===== src/rtl/fc_neuron.sv =====
// Fully-connected output neuron: 8 pixel*weight lanes, 2-stage pipeline.
// Stage 1 registers the products, stage 2 sums, clamps and registers result.
module fc_neuron #(
   parameter int N_KERNELS      = 2,
   parameter int PIX_PER_KERNEL = 4,
   parameter int DATA_W         = 8,
   parameter int SHIFT          = 7
) (
   input  logic                                       clk,
   input  logic                                       rst,
   input  logic [N_KERNELS*PIX_PER_KERNEL*DATA_W-1:0] pooledPixelArray,
   input  logic [N_KERNELS*PIX_PER_KERNEL*DATA_W-1:0] weight,
   output logic [DATA_W-1:0]                          result
);

   localparam int LANES  = N_KERNELS * PIX_PER_KERNEL;
   localparam int PROD_W = 2 * DATA_W + 1;
   localparam int SUM_W  = PROD_W + $clog2(LANES);
   localparam int EXT_W  = PROD_W - DATA_W;
   localparam int SEXT_W = SUM_W - PROD_W;

   localparam logic [SUM_W-1:0] SAT =
      {{(SUM_W-DATA_W){1'b0}}, {DATA_W{1'b1}}};

   logic signed [PROD_W-1:0] w_prod [LANES];
   logic signed [PROD_W-1:0] r_prod [LANES];
   logic signed [SUM_W-1:0]  w_sum;
   logic [SUM_W-1:0]         w_shift;
   logic [DATA_W-1:0]        w_act;
   logic [DATA_W-1:0]        r_result;

   // Unsigned pixel times signed weight, both widened to the product width
   always_comb begin
      for (int i = 0; i < LANES; i++) begin
         logic [PROD_W-1:0] px;
         logic [PROD_W-1:0] wt;
         px = {{EXT_W{1'b0}}, pooledPixelArray[DATA_W*i +: DATA_W]};
         wt = {{EXT_W{weight[DATA_W*i+DATA_W-1]}},
               weight[DATA_W*i +: DATA_W]};
         w_prod[i] = $signed(px) * $signed(wt);
      end
   end

   // Stage 1: capture all lane products
   always_ff @(posedge clk or posedge rst) begin
      if (rst) begin
         for (int i = 0; i < LANES; i++) r_prod[i] <= '0;
      end else begin
         for (int i = 0; i < LANES; i++) r_prod[i] <= w_prod[i];
      end
   end

   // Sign-extended adder tree; accumulator is wide enough to never wrap
   always_comb begin
      w_sum = '0;
      for (int i = 0; i < LANES; i++) begin
         w_sum = w_sum +
            {{SEXT_W{r_prod[i][PROD_W-1]}}, r_prod[i]};
      end
   end

   // Activation: zero for non-positive sums, else shift and saturate
   always_comb begin
      w_shift = w_sum >> SHIFT;
      w_act   = '0;
      if (w_sum[SUM_W-1] || (w_sum == '0)) begin
         w_act = '0;
      end else if (w_shift > SAT) begin
         w_act = {DATA_W{1'b1}};
      end else begin
         w_act = w_shift[DATA_W-1:0];
      end
   end

   // Stage 2: register the activation
   always_ff @(posedge clk or posedge rst) begin
      if (rst) r_result <= '0;
      else     r_result <= w_act;
   end

   assign result = r_result;

endmodule


===== config.mk =====
export PLATFORM = sky130hd
export DESIGN_NAME = fc_neuron
export DESIGN_NICKNAME = d
export VERILOG_FILES = /design/src/rtl/fc_neuron.sv
export SDC_FILE = /design/constraint.sdc
export NUM_CORES = 2
export LEC_CHECK = 0
export CAP_MARGIN = 20
export CORE_MARGIN = 4
export CORE_UTILIZATION = 40
export DETAILED_ROUTE_END_ITERATION = 10
export SLEW_MARGIN = 20
export SYNTH_ARGS = -nofsm -noshare
export SYNTH_HDL_FRONTEND = slang
export SYNTH_SLANG_ARGS = --single-unit

===== constraint.sdc =====
create_clock -name clk -period 6.2 [get_ports clk]
set_input_delay 1.24 -clock clk [delete_from_list [all_inputs] [get_ports clk]]
set_output_delay 1.24 -clock clk [all_outputs]
set_load 0.005 [all_outputs]

After elaboration in Yosys (flattened, before gate mapping)
Cells that the tools add are included.
- memories kept: 0
- register bits: 144
- logic and storage cells: 29
- memory bits (read-only): 0
- RAM bits: 0
- latch bits: 0
- reductions and logical operators: 2
- multipliers: 8
- shifts and indexed selects: 0
- magnitude comparators: 1
- equal/unequal tests: 0
- $add $sub $neg: 7
- bitwise operators: 0
- div/mod/pow operators: 0
- muxes and demuxes: 2
- operator list (kind ; number):
    9-bit by 8-bit multiplier with 17-bit output ; 8
    20-bit adder ; 4
    19-bit by 17-bit adder with 20-bit output ; 1
    20-bit zero test ; 1
    18-bit by 17-bit adder with 19-bit output ; 1
    17-bit by 17-bit adder with 18-bit output ; 1
    8-bit two-way mux ; 2
    13-bit by 8-bit > comparator with 1-bit output (second input constant) ; 1
    1-bit logical OR ; 1

Logic depth before layout (Yosys ltp)
- depth in word-level cells: 10
- gate-level depth with buffers: 19
- depth with buffers taken out: 19

Worst setup path after synthesis
Ideal clock, no wire load.
- kind: in2reg
- from: input port weight[34]
- to: register r_prod[67] (netlist name)
- stages on the path: 17
- arrival: 4.994 ns
- buffers on the path: 0
- path slack: 1.126 ns
- setup time: 0.080 ns
- cells stage by stage: and2_1 -> fa_1 -> inv_1 -> fa_1 -> inv_1 -> fa_1 -> inv_1 -> fa_1 -> inv_1 -> ha_1 -> o21a_1 -> o21ai_1 -> nand2b_1 -> a31o_2 -> a41o_1 -> o41ai_2 -> xnor2_1
- RTL lines (item ; RTL line ; RTL):
    start: declaration ; 12 ; input logic [N_KERNELS*PIX_PER_KERNEL*DATA_W-1:0] weight,
    end: declaration ; 26 ; logic signed [PROD_W-1:0] r_prod [LANES];

==> flow_summary.ini <==
[outcome]
outcome = finished, final reports clean

[synth]
syn_avg_cell_area_sq_um = 9.71
synthesis.nets = 3390
synth.largest_area_cell = fa_1
yosys.area.top_type_share_pct = 33.1
synth_edf_count = 0
ys_dominant_reg_cell = dfrtp_1
async_flop_share_pct = 100
synthTopCellsByArea = fa_1 (33%), ha_1 (19%), dfrtp_1 (15%), inv_1 (9.3%), and2_1 (7.1%)
synth_area_sq_um = 24200
ys_warn_count = 0
synth-seq-cells = 144
synth_cell_type_count = 45
synth_cells = 2495
synth_seq_area_share_pct = 14.9

[critical_path]
criticalPathCategory = primary input to flop
required_ns = 6.54
critPathArrivalTime_ns = 5.83
cp-end-kind = flop
cp_max_fo = 8
startpoint_type = primary input

[floorplanning]
die_area_sq_um = 64600
die_y_microns = 254
num_rows = 89
fp.dieW_microns = 254
core_sq_um = 59500
initial_core_util_pct = 40.8
num_io_pins = 138

[routing]
drt_wl_total_microns = 53600
num_vias = 16398
drt_iter0_markers = 662
final_antenna_net_count = 0
firstDrtPassIters = 5
wire_per_inst_microns = 15.5
viasPerCell = 4.74
drcViolationCount = 0

[final_layout]
drive_gt1_share_pct = 2.83
layout.nets = 3566
syn_to_final_growth_pct = 13.0
diodes = 0
final_cell_count_no_fill = 3456

[grt]
grt_max_degree = 98
grt.total_usage_pct = 17.7
grt_pass1_vias = 18723
grt-ovfl-total = 0
antenna_found_initial = 0
grt_pass1_wl_microns = 92100

[cts]
ctsResizeCount = 0
numCtsBuffers = 17
hold_buffers = 0
clkLatencyLatePin_ns = 0.44
clock-root-buffer = clkbuf_16
path_clk_slew_ns = 0.06
cts_setup_buffers = 0
h-tree-depth = 4
clock_path_buffers = 2
cts_tree = done
cts.sink_count = 144

[sta]
finClkSkew_ns = 0.0127
slew_headroom_pct = 41.4
hold_slack_ns = 1.23
fmax_mhz = 182
fin_crit_ns = 5.48
rsz0062_at_grt = false
setup-violations-final = 0
finalMaxSlewViolations = 0
fin_setup_tns_ns = 0
tightest_slew_ns = 0.879
hold_viol_final = 0
period_share_pct = 88.4

[place]
routabilityCongestion = 0.855
dp_hpwl_microns = 46800
placed_cells = 3425
portBuffers = 137

[job]
max_cap_viol_count = 0

[hold_path]
hold_path_class = flop to flop
-- critical path, stage by stage --
cell             delay (ns)
clkdlybuf4s50_1        0.65
inv_1                  0.15
fa_1                   0.52
fa_1                   0.52
inv_1                  0.06
fa_1                   0.54
inv_1                  0.05
fa_1                   0.47
inv_1                  0.04
ha_1                   0.30
o21a_1                 0.13
o21ai_1                0.13
nand2b_1               0.09
a31o_2                 0.26
a41o_1                 0.25
o41ai_2                0.25
xnor2_1                0.16
-- layer usage --
| layer | share of wire (%) | track usage (%) |
|---|---|---|
| met3 | 2.5 | 1.88 |
| met5 | 0 | 0 |
| met4 | 1.7 | 3.56 |
| met1 | 42 | 22.1 |
| met2 | 54 | 33.1 |
-- layout by cell type (no fill, tap or decap), drive strengths merged, types with 63 or more instances in the layout --
cell | synthesis | final
a21oi | 78 | 78
ha | 364 | 364
and2 | 277 | 277
xnor2 | 83 | 83
nor2 | 63 | 63
nand2 | 216 | 216
fa | 401 | 401
dfrtp | 144 | 144
inv | 601 | 601
clkdlybuf4s50 | 0 | 137
-- cell usage after synthesis (all sizes together), types with 3 or more instances --
library cell	count
o21bai	7
inv	601
nand3	17
o21ai	33
a21o	23
nor3	18
xnor2	83
o211ai	6
ha	364
o41ai	3
or2	6
and2	277
xor2	20
dfrtp	144
a21oi	78
o31ai	4
nand4	3
nor2	63
nand2b	52
o21a	21
fa	401
a41oi	6
a211oi	3
nor2b	16
a41o	3
a31o	6
nand2	216
a21boi	3
or3	5
-- cells by family after synthesis --
logic type,Yosys count,synth area share (%)
DFF,144,14.9
adders and majority gates,765,51.9
xor gates and xnor gates,103,3.72
buffers and inverters,602,9.32
AOI/OAI and AO/OA,206,5.80
and+or+nand+nor,675,14.4
-- final timing paths --
path | slack, ns | depth (start not counted) | startpoint | end
max | 0.72 | 17 | weight[47] | r_prod[50]
min reg2reg | 1.23 | 5 | r_prod[109] | result[1]
max reg2reg | 1.05 | 17 | r_prod[53] | result[2]
min in group asynchronous | 1.40 | 2 | rst | r_prod[84]
max in group asynchronous | 3.66 | 3 | rst | r_prod[38]
min | 1.23 | 5 | r_prod[109] | result[1]
-- metrics by stage --
stage          worst slack (ns)  utilization (%)  area (sq um)
2_1_floorplan              1.09                -         24200
3_3_place_gp              0.359             45.0         26700
3_5_place_dp              0.308             45.0         26700
4_1_cts                   0.737             46.0         27400
5_1_grt                   0.435             46.0         27400
6_report                  0.719             46.0         27400
-- cell type report --
class                      instances  area (sq um)
fill                            5734         32100
multi-input combinational       1749         18400
sequential                       144          3600
inverter                         602          2260
timing repair buffer             157          1520
tap                              773           967
clock buffer                      22           494
clock inverter                     9           154
-- registers in the layout, indices dropped and copies added, names as in the netlist --
register,count
result,8
r_prod,136
Power is not shown: default switching activity piles up to over one toggle a cycle in this logic, so the estimate is an artifact.
